### src/rtl/cmac_link_monitor.sv
// Multi-channel CMAC link supervisor.
// Brings the GT lock / RX alignment / data-fail status of each CMAC into init_clk,
// runs an independent link state machine per channel, issues lbus_tx_rx_restart
// pulses when alignment does not arrive in time, and escalates to a sticky FAULT
// once the retry budget of the current attempt is used up. Saturating loss-of-link
// and data-fail counters are kept per channel for register/ILA readout.
module cmac_link_monitor #(
   parameter int NUM_CH            = 2,
   parameter int CNT_W             = 16,
   parameter int UP_HOLD_CYC       = 1000,
   parameter int ALIGN_TIMEOUT_CYC = 100000000,
   parameter int MAX_RESTARTS      = 3,
   parameter int RESTART_PULSE_CYC = 16
) (
   input  logic                      init_clk,
   input  logic                      sys_reset_n,
   input  logic [NUM_CH-1:0]         ch_enable,
   input  logic [NUM_CH-1:0]         gt_locked_in,
   input  logic [NUM_CH-1:0]         rx_aligned_in,
   input  logic [NUM_CH-1:0]         rx_data_fail_in,
   input  logic                      clr_counts,
   output logic [NUM_CH-1:0]         restart_out,
   output logic [NUM_CH-1:0]         link_up,
   output logic [NUM_CH-1:0]         link_fault,
   output logic [2*NUM_CH-1:0]       ch_state,
   output logic [CNT_W*NUM_CH-1:0]   loss_count,
   output logic [CNT_W*NUM_CH-1:0]   fail_count,
   output logic                      any_fault
);

   localparam logic [1:0] ST_DOWN  = 2'b00;
   localparam logic [1:0] ST_WAIT  = 2'b01;
   localparam logic [1:0] ST_UP    = 2'b10;
   localparam logic [1:0] ST_FAULT = 2'b11;

   localparam int TMR_W  = (ALIGN_TIMEOUT_CYC > 1) ? $clog2(ALIGN_TIMEOUT_CYC) : 1;
   localparam int HOLD_W = $clog2(UP_HOLD_CYC + 1);
   localparam int RTY_W  = (MAX_RESTARTS > 0) ? $clog2(MAX_RESTARTS + 1) : 1;
   localparam int PLS_W  = $clog2(RESTART_PULSE_CYC + 1);

   localparam logic [TMR_W-1:0]  TMR_LAST  = TMR_W'(ALIGN_TIMEOUT_CYC - 1);
   localparam logic [HOLD_W-1:0] HOLD_DONE = HOLD_W'(UP_HOLD_CYC);
   localparam logic [RTY_W-1:0]  RTY_MAX   = RTY_W'(MAX_RESTARTS);
   localparam logic [PLS_W-1:0]  PLS_LEN   = PLS_W'(RESTART_PULSE_CYC);

   // Event counters stick at all-ones instead of wrapping.
   function automatic logic [CNT_W-1:0] sat_inc(input logic [CNT_W-1:0] v);
      return (&v) ? v : v + CNT_W'(1);
   endfunction

   // Counter update: clear has priority over a coincident increment.
   function automatic logic [CNT_W-1:0] cnt_next(input logic [CNT_W-1:0] v,
                                                 input logic inc, input logic clr);
      if (clr)      return '0;
      else if (inc) return sat_inc(v);
      else          return v;
   endfunction

   logic [NUM_CH-1:0] locked_p0, locked_s;
   logic [NUM_CH-1:0] aligned_p0, aligned_s;
   logic [NUM_CH-1:0] fail_p0, fail_s, fail_s_d;
   logic [NUM_CH-1:0] fault_nxt;

   // Stage p0 -> s: two-flop synchronisers, plus one extra flop for data-fail edge detect.
   always_ff @(posedge init_clk) begin
      if (!sys_reset_n) begin
         locked_p0  <= '0;
         locked_s   <= '0;
         aligned_p0 <= '0;
         aligned_s  <= '0;
         fail_p0    <= '0;
         fail_s     <= '0;
         fail_s_d   <= '0;
      end else begin
         locked_p0  <= gt_locked_in;
         locked_s   <= locked_p0;
         aligned_p0 <= rx_aligned_in;
         aligned_s  <= aligned_p0;
         fail_p0    <= rx_data_fail_in;
         fail_s     <= fail_p0;
         fail_s_d   <= fail_s;
      end
   end

   // Summary fault flag, registered from the same next-state as each link_fault.
   always_ff @(posedge init_clk) begin
      if (!sys_reset_n) any_fault <= 1'b0;
      else              any_fault <= |fault_nxt;
   end

   for (genvar i = 0; i < NUM_CH; i++) begin : g_ch
      logic [1:0]        st_q,   st_d;
      logic [TMR_W-1:0]  tmr_q,  tmr_d;
      logic [HOLD_W-1:0] hold_q, hold_d;
      logic [RTY_W-1:0]  rty_q,  rty_d;
      logic [PLS_W-1:0]  pls_q,  pls_d;
      logic              loss_inc, fail_inc;
      logic [CNT_W-1:0]  loss_q, fail_q;
      logic              restart_q, up_q, fault_q;

      assign fail_inc = (st_q == ST_UP) && fail_s[i] && !fail_s_d[i];

      // Link state machine next-state; restart pulse exists only while waiting for alignment.
      always_comb begin
         st_d     = st_q;
         tmr_d    = tmr_q;
         hold_d   = hold_q;
         rty_d    = rty_q;
         pls_d    = (pls_q != '0) ? pls_q - PLS_W'(1) : '0;
         loss_inc = 1'b0;
         case (st_q)
            ST_DOWN: begin
               tmr_d  = '0;
               hold_d = '0;
               rty_d  = '0;
               pls_d  = '0;
               if (ch_enable[i] && locked_s[i]) st_d = ST_WAIT;
            end
            ST_WAIT: begin
               if (!ch_enable[i] || !locked_s[i]) begin
                  st_d   = ST_DOWN;
                  tmr_d  = '0;
                  hold_d = '0;
                  rty_d  = '0;
                  pls_d  = '0;
               end else if (hold_q == HOLD_DONE) begin
                  // Hold completion beats a timeout landing in the same cycle.
                  st_d   = ST_UP;
                  tmr_d  = '0;
                  hold_d = '0;
                  rty_d  = '0;
                  pls_d  = '0;
               end else begin
                  hold_d = aligned_s[i] ? hold_q + HOLD_W'(1) : '0;
                  if (pls_q != '0) begin
                     // The CMAC is being restarted; the timeout restarts after the pulse.
                     tmr_d = '0;
                  end else if (tmr_q == TMR_LAST) begin
                     tmr_d = '0;
                     if (rty_q < RTY_MAX) begin
                        rty_d = rty_q + RTY_W'(1);
                        pls_d = PLS_LEN;
                     end else begin
                        st_d = ST_FAULT;
                     end
                  end else begin
                     tmr_d = tmr_q + TMR_W'(1);
                  end
               end
            end
            ST_UP: begin
               pls_d = '0;
               if (!aligned_s[i] || !locked_s[i] || !ch_enable[i]) begin
                  st_d     = ST_DOWN;
                  loss_inc = 1'b1;
               end
            end
            default: begin
               // FAULT is sticky until software disables the channel.
               pls_d = '0;
               if (!ch_enable[i]) begin
                  st_d  = ST_DOWN;
                  rty_d = '0;
               end
            end
         endcase
      end

      assign fault_nxt[i] = (st_d == ST_FAULT);

      // State, timers, counters and registered per-channel outputs.
      always_ff @(posedge init_clk) begin
         if (!sys_reset_n) begin
            st_q      <= ST_DOWN;
            tmr_q     <= '0;
            hold_q    <= '0;
            rty_q     <= '0;
            pls_q     <= '0;
            loss_q    <= '0;
            fail_q    <= '0;
            restart_q <= 1'b0;
            up_q      <= 1'b0;
            fault_q   <= 1'b0;
         end else begin
            st_q      <= st_d;
            tmr_q     <= tmr_d;
            hold_q    <= hold_d;
            rty_q     <= rty_d;
            pls_q     <= pls_d;
            loss_q    <= cnt_next(loss_q, loss_inc, clr_counts);
            fail_q    <= cnt_next(fail_q, fail_inc, clr_counts);
            restart_q <= (pls_d != '0);
            up_q      <= (st_d == ST_UP);
            fault_q   <= (st_d == ST_FAULT);
         end
      end

      assign restart_out[i]                 = restart_q;
      assign link_up[i]                     = up_q;
      assign link_fault[i]                  = fault_q;
      assign ch_state[2*i +: 2]             = st_q;
      assign loss_count[CNT_W*i +: CNT_W]   = loss_q;
      assign fail_count[CNT_W*i +: CNT_W]   = fail_q;
   end

endmodule
### config.mk
export PLATFORM = sky130hd
export DESIGN_NAME = cmac_link_monitor
export DESIGN_NICKNAME = d
export VERILOG_FILES = /design/src/rtl/cmac_link_monitor.sv
export SDC_FILE = /design/constraint.sdc
export NUM_CORES = 1
export LEC_CHECK = 0
export CORE_UTILIZATION = 61
export CTS_CLUSTER_SIZE = 28
export DETAILED_ROUTE_END_ITERATION = 7
export PLACE_DENSITY = 0.84
export SLEW_MARGIN = 20
export SYNTH_ARGS = -nofsm -noshare
export SYNTH_HDL_FRONTEND = slang
export SYNTH_SLANG_ARGS = --single-unit
### constraint.sdc
create_clock -name init_clk -period 5.25 [get_ports init_clk]
set_input_delay 0.525 -clock init_clk [delete_from_list [all_inputs] [get_ports init_clk]]
set_output_delay 0.525 -clock init_clk [all_outputs]
set_load 0.01 [all_outputs]
Word level (Yosys, flattened, before mapping):

Index checks and enable logic that the tools add are counted.

* register bits: 177
* input bits: 11
* logic and storage cells: 177

* magnitude comparators: 2
* reduce and logical (&&, ||, !) cells: 40
* bitwise logic cells: 7
* add/sub/neg operators: 12
* mux-type cells: 68
* eq/ne operators: 20

Operator list (count)
* two-way mux 27 bit: 8
* one-hot mux 27 bit (2 select lines): 2
* two-way mux 5 bit: 14
* adder 16 x 1 -> 16 bit, second input constant: 4
* AND reduction 16 bit: 4
* two-way mux 10 bit: 6
* two-way mux 2 bit: 28
* adder 27 x 1 -> 27 bit, second input constant: 2
* equality test 27 bit, second input constant: 2
* one-hot mux 10 bit (2 select lines): 2
* != test 4 bit, second input constant: 6
* one-hot mux 2 bit (3 select lines): 4
* adder 10 x 1 -> 10 bit, second input constant: 2
* equality test 10 bit, second input constant: 2
* nonzero test 5 bit: 4
* equality test 2 bit, second input constant: 6
* AND reduction 5 bit: 2
* subtractor 5 x 1 -> 5 bit, second input constant: 2
* zero test 1 bit: 8
* AND reduction 2 bit: 4
* NOT 1 bit: 7
* logical AND 1 bit: 6
* logical OR 1 bit: 6
* != test 3 x 1 -> 1 bit, second input constant: 2
* 7 further kinds: 16

Logic depth before layout (Yosys ltp):

Gate-level depths: netlist of run 1.

* word-level depth: 9
* mapped depth: 8
* gate-level depth less buffers: 7

Least setup slack after synthesis of run 1:

No wires, ideal clock.

* path type: register to register
* start point: reg g_ch[0].tmr_q[0]
* end point: reg g_ch[0].tmr_q[18]
* buffers on the path: 2
* arrival: 1.958 ns
* clock period less this slack: 2.090 ns
* cell stages (with the launch flop): 9
* path slack: 3.160 ns
* required time: 5.118 ns
* path through: dfxtp_1 ha_1 and3_1 nand2_1 or4_1 buf_2 a21oi_4 buf_4 nor3_1

* cells in the longest elaborated chain, start to end: 6
* elaborated cells on any way between the ends: 7
* those cells by class: add/sub: 1; eq/ne: 1; mux: 5

RTL lines
* from (decl): line 93 `logic [TMR_W-1:0] tmr_q, tmr_d;`
* from (signal assigned): line 186 `tmr_q <= tmr_d;`
* adder 27 x 1 -> 27 bit or equality test 27 bit (tied branches): line 147, 138
* two-way mux 27 bit (*): line 138 `end else if (tmr_q == TMR_LAST) begin`
* two-way mux 27 bit (*): line 135 `if (pls_q != '0) begin`
* two-way mux 27 bit (*): line 126 `end else if (hold_q == HOLD_DONE) begin`
* two-way mux 27 bit (*): line 120 `if (!ch_enable[i] || !locked_s[i]) begin`
* one-hot mux 27 bit (2 select lines) (*): line 111 `case (st_q)`

Mark *: on every way between the ends. The rest lies on a longest branch, timed or not.
A chain may end at the register's enable or synchronous reset.

Worst setup path after layout of run 1:

* start point: in sys_reset_n
* end point: reg g_ch[1].fail_q[9]

* cells in the longest elaborated chain, start to end: 2

RTL lines
* from (decl): line 16 `input logic sys_reset_n,`
* NOT 1 bit (no line)
* OR reduction 2 bit (no line)
* to (signal assigned): line 191 `fail_q <= cnt_next(fail_q, fail_inc, clr_counts);`
* to (decl): line 98 `logic [CNT_W-1:0] loss_q, fail_q;`

No other way between the ends.

==> reports/results.tsv, run 1 <==
metric	value	unit
num_vias	7462	
num_io_pins	86	
slew_violations	0	
grt_pass1_vias	6908	
syn_area	0.00842	mm^2
syn_area_per_cell	8.58	um^2
ctsRootBufferMaster	clkbuf_16	
ys_seq_elements	177	
htree_num_levels	4	
die_area	0.0143	mm^2
ys.warnings.count	0	
ys.flop_type	dfxtp_1	
utilization	0.746	
wl_per_cell	15.1	um
finClkSkew	0.00810	ns
drt-total-wl	18.7	mm
cts_hold_buffers	0	
fin_crit_sh	0.578	
cts_buffer_depth	2	
via_per_inst	6.02	
start_kind	input port	
routabilityCongestion	0.824	
p_leak	3.25	nW
power_density	269	mW/mm^2
rows	42	
min_path_type	register to register	
relSlewSlack	0.247	
tightest_slew	1.13	ns
slowest_delay	1.04	ns
final_cell_count_no_fill	1239	
grt_first_pass_wirelength	32.1	mm
core	0.0133	mm^2
worstSetupPathType	input port to register	
cts_inserted_buffers	17	
nFillCells	1022	
synth_edf_count	0	
numPortBuffers	85	
overflow	0	
layout_commonest_cell	dfxtp_1	
grt_util_all_layers	0.272	
vdd_drop_max	0.204	mV
r2r_slack	2.30	ns
post-cts-setup-buffers	0	
ant_nets	0	
endpoint_kind	register	
worstPathCellList	clkdlybuf4s50_1 > buf_4 > inv_1 > nor2_1 > o311ai_0 > o41ai_1	
floorplan.die.width	119	um
clkSinkCount	177	
final_cell_mix	dfxtp_1, nor2_1, clkdlybuf4s50_1, xnor2_1, nand2_1	
synthCells	981	
layout.nets	1075	
async_reset_ff_frac	0	
die_h	119	um
dpl_cell_area	0.00934	mm^2
setup_viol	0	
hold_violations	0	
tns	0	ns
start_util	0.631	
postCtsResizedCells	0	
antenna_cells	0	
timing.fmax	330	MHz
drc_errors	0	
min_period	3.03	ns
rsz0062_at_grt	false	
slowest_stage	nor2_1	
antenna_found_initial	0	
clk_latency	0.43	ns
cts.clk_slew.worst_paths	0.06	ns
cts_tree	yes	
hpwl	12.6	mm
seq_area_frac_synth	0.421	
dp_cells	1207	
critPathRequiredTime	5.57	ns
grt_max_degree	61	
fin_area	0.00996	mm^2
syn_nets	1006	
max_cap_viol_count	0	
first_pass_iters	5	
worstPathMaxFanout	36	
status	complete, no violations	
synthToLayoutAreaGrowth	18.3	%
drive_gt1_frac	0.0630	
drt-initial-drc-count	739	
cp.arrival	3.36	ns
ys_types	66	
-- sequential cells by signal, indices dropped and copies added (netlist names), 4 cells and up --
name,count
g_ch.tmr_q,54
g_ch.pls_q,10
g_ch.fail_q,32
g_ch.rty_q,4
g_ch.st_q,4
g_ch.loss_q,32
g_ch.hold_q,20
-- layout make-up --
class                   instances  area, um^2  area share
multi-input cells             737        4600       0.462
flip-flops and latches        177        3540       0.356
repair buffers                 90         888      0.0892
clock buffers                  21         470      0.0472
well taps                     176         220      0.0221
clock inverters                11         134      0.0134
inverters                      27         101      0.0102
-- cells in the mapped netlist, drive strengths merged, types with 8 or more instances --
library cell,instances,share of area
a211oi,14,0.013
a21oi,42,0.027
a31oi,21,0.016
and2,23,0.017
and3,21,0.016
and4,16,0.017
buf,14,0.011
clkbuf,26,0.012
dfxtp,177,0.42
ha,14,0.021
inv,27,0.012
nand2,78,0.036
nand2b,10,0.0074
nand3,52,0.031
nand3b,10,0.0089
nand4,30,0.022
nor2,118,0.053
nor3,50,0.030
nor4,21,0.018
o21ai,20,0.012
or3,8,0.0059
xnor2,79,0.082
xor2,12,0.012
-- metrics by stage --
step / worst slack, ns / power, mW / hold slack (ns)
5_1_grt: 2.01 / 2.76 / 0.456
3_5_place_dp: 1.82 / 1.42 / 0.424
6_report: 2.22 / 2.68 / 0.435
3_3_place_gp: 1.77 / 1.42 / 0.416
4_1_cts: 2.26 / 2.69 / 0.438
2_1_floorplan: 3.16 / 1.40 / 0.412
-- critical path: cells and delay by family --
family / cells / cell delay (ns)
AO/OA/AOI/OAI: 2 / 0.42
buffers and inverters: 3 / 1.35
AND/OR/NAND/NOR: 1 / 1.04
-- path summary, 6_finish.rpt --
path | start | to | depth (start not counted)
worst max-delay path | sys_reset_n | g_ch[1].fail_q[9] | 6
worst max register to register | g_ch[0].tmr_q[0] | g_ch[0].tmr_q[21] | 6
worst min-delay path | locked_p0[0] | locked_s[0] | 1
worst min register to register | locked_p0[0] | locked_s[0] | 1
-- power breakdown --
part | switching, mW | internal, mW
clock | 0.509 | 0.782
sequential | 0.00376 | 1.35
combinational | 0.0234 | 0.0134
total | 0.536 | 2.14
-- kinds of logic after synthesis --
logic type / after synthesis / synth area share
simple gates: 481 / 0.305
flops: 177 / 0.421
compound gates: 143 / 0.115
xor+xnor: 91 / 0.0947
buf+inv: 67 / 0.0342
fa+ha+maj: 14 / 0.0208
mux: 8 / 0.00966
-- per-layer routing --
layer	share of wire	global-route usage
met2	0.47	0.435
met5	0	0
met3	0.049	0.0608
met4	0.013	0.0859
met1	0.47	0.365
Note: power is estimated with default switching activity, not from simulation.
==> inputs of run 2 (changes only) <==
--- a/config.mk
+++ b/config.mk
@@ -5,10 +5,10 @@
 export SDC_FILE = /design/constraint.sdc
 export NUM_CORES = 1
 export LEC_CHECK = 0
-export CORE_UTILIZATION = 61
+export CORE_UTILIZATION = 52
 export CTS_CLUSTER_SIZE = 28
 export DETAILED_ROUTE_END_ITERATION = 7
-export PLACE_DENSITY = 0.84
+export PLACE_DENSITY = 0.76
 export SLEW_MARGIN = 20
 export SYNTH_ARGS = -nofsm -noshare
 export SYNTH_HDL_FRONTEND = slang
==> constraint.sdc (replaced) <==
create_clock -name init_clk -period 2.6 [get_ports init_clk]
set_input_delay 0.26 -clock init_clk [delete_from_list [all_inputs] [get_ports init_clk]]
set_output_delay 0.26 -clock init_clk [all_outputs]
set_load 0.01 [all_outputs]
==> run 2 against run 1 <==
  * Sequential share of layout area shrank 0.59 points
  * Design area grew 1.7%
  * Critical path depth is the same
  * Global-route usage shrank 4.5 points
  * Clock power grew 100%
  * Register-to-register slack lost 2.0 ns
  * Hold slack lost 0.025 ns
  * Clock skew shrank 0.00062 ns
  * Sequential cell count is the same
  * Routed wire length shrank 0.20%
  * Non-clock buffer count grew 18
  * Die area grew 17%
  * Largest power group unchanged
==> reports/results.tsv, run 2 (synthesized netlist as in run 1, its figures left out) <==
metric	value	unit	change
status	complete, no violations		
setup_viol	0		unchanged
grt_util_all_layers	0.228		-0.0446
synthToLayoutAreaGrowth	20.3	%	
routabilityCongestion	0.841		+2.0%
power_density	536	mW/mm^2	+99%
cts_inserted_buffers	17		unchanged
final_cell_mix	dfxtp_1, nor2_1, clkdlybuf4s50_1, xnor2_1, nand2_1		
tns	0	ns	unchanged
num_io_pins	86		unchanged
drive_gt1_frac	0.0740		+0.0110
clkSinkCount	177		unchanged
timing.fmax	436	MHz	
ctsRootBufferMaster	clkbuf_16		
min_path_type	input port to register		
slowest_stage	or4_1		
top_register	g_ch.tmr_q		
hold_violations	0		unchanged
largest_register_ffs	54		unchanged
postCtsResizedCells	0		unchanged
first_pass_iters	5		unchanged
max_cap_viol_count	0		unchanged
layout_commonest_cell	dfxtp_1		
tightest_slew	0.785	ns	-0.341 ns
htree_num_levels	4		unchanged
cp.arrival	2.59	ns	-0.77 ns
slew_violations	0		unchanged
cts_tree	yes		
vdd_drop_max	0.506	mV	+150%
numPortBuffers	85		unchanged
antenna_cells	0		unchanged
rows	46		+9.5%
die_h	129	um	+8.2%
cts_hold_buffers	0		unchanged
drc_errors	0		unchanged
start_util	0.532		-0.0988
worstPathMaxFanout	19		-47%
antenna_found_initial	0		unchanged
nFillCells	1360		+33%
critPathRequiredTime	2.89	ns	-2.68 ns
cts_buffer_depth	2		unchanged
rsz0062_at_grt	false		
grt_pass1_vias	6493		-6.0%
worstPathCellList	ha_1 > and3_1 > nand2_1 > or4_1 > a21oi_4 > nor3_1		
fin_crit_sh	0.882		
min_period	2.29	ns	
hpwl	13.1	mm	+4.2%
drt-total-wl	18.6	mm	-0.20%
ant_nets	0		unchanged
endpoint_kind	register		
cts.clk_slew.worst_paths	0.06	ns	about the same
post-cts-setup-buffers	0		unchanged
num_vias	7326		-1.8%
power.total	5.43	mW	+100%
clk_latency	0.43	ns	about the same
overflow	0		unchanged
layout.nets	1093		+1.7%
relSlewSlack	0.474		+0.227
die_area	0.0167	mm^2	+17%
core	0.0158	mm^2	+19%
start_kind	register		
p_leak	3.31	nW	+1.8%
grt_max_degree	33		-46%
largest_registers	g_ch.tmr_q x54, g_ch.fail_q x32, g_ch.loss_q x32		
floorplan.die.width	129	um	+8.2%
fin_area	0.0101	mm^2	+1.7%
via_per_inst	5.65		-6.2%
worstSetupPathType	register to register		
finClkSkew	0.00749	ns	-0.000615 ns
wl_per_cell	14.4	um	-4.7%
drt-initial-drc-count	533		-28%
dpl_cell_area	0.00953	mm^2	+2.0%
grt_first_pass_wirelength	30.7	mm	-4.2%
slowest_delay	0.62	ns	-0.42 ns
run 2: path summary, 6_finish.rpt:
check / from / endpoint / slack (ns) / depth (start not counted)
setup reg to reg: g_ch[0].tmr_q[0] / g_ch[0].tmr_q[16] / 0.31 / 6
setup / recovery: g_ch[0].tmr_q[0] / g_ch[0].tmr_q[16] / 0.31 / 6
hold / removal: gt_locked_in[0] / locked_p0[0] / 0.41 / 2
hold reg to reg: fail_p0[1] / fail_s[1] / 0.44 / 1
run 2: critical path: cells and delay by family (launching register included):
kind | cells | cell delay, ns
DFF | 1 | 0.38
and+or+nand+nor | 4 | 1.05
AOI/OAI and AO/OA | 1 | 0.50
adders and majority gates | 1 | 0.22
run 2: power by group:
group / total [mW] / internal [mW] / leakage, nW / switching (mW)
logic: 0.0835 / 0.0334 / 1.60 / 0.0501
registers: 2.73 / 2.72 / 1.43 / 0.00705
clock network: 2.62 / 1.56 / 0.283 / 1.06
run 2: cell type report:
class                           instances  area [um^2]  share of cell area
Clock inverter                          9          131              0.0130
Clock buffer                           23          468              0.0462
Tap cell                              216          270              0.0267
Sequential cell                       177         3540               0.350
Timing Repair Buffer                  108         1020               0.101
Inverter                               27          101              0.0100
Multi-Input combinational cell        737         4590               0.453
run 2: layer usage:
metal,vias up,wire length [um],track usage,part of all wire
met1,3452,9200,0.310,0.49
met4,0,246,0.0713,0.013
li1,3697,-,-,-
met3,24,791,0.0479,0.042
met2,153,8400,0.361,0.45
met5,-,0,0,0
run 2: stage by stage:
| stage | util | setup WS, ns | hold slack [ns] | std cells |
|---|---|---|---|---|
| floorplan | - | 0.510 | 0.387 | 981 |
| global placement | 0.602 | 0.238 | 0.414 | 1265 |
| detailed placement | 0.602 | 0.194 | 0.423 | 1265 |
| CTS | 0.640 | 0.306 | 0.403 | 1297 |
| global route | 0.640 | 0.120 | 0.424 | 1297 |
| finish | 0.640 | 0.307 | 0.410 | 1297 |
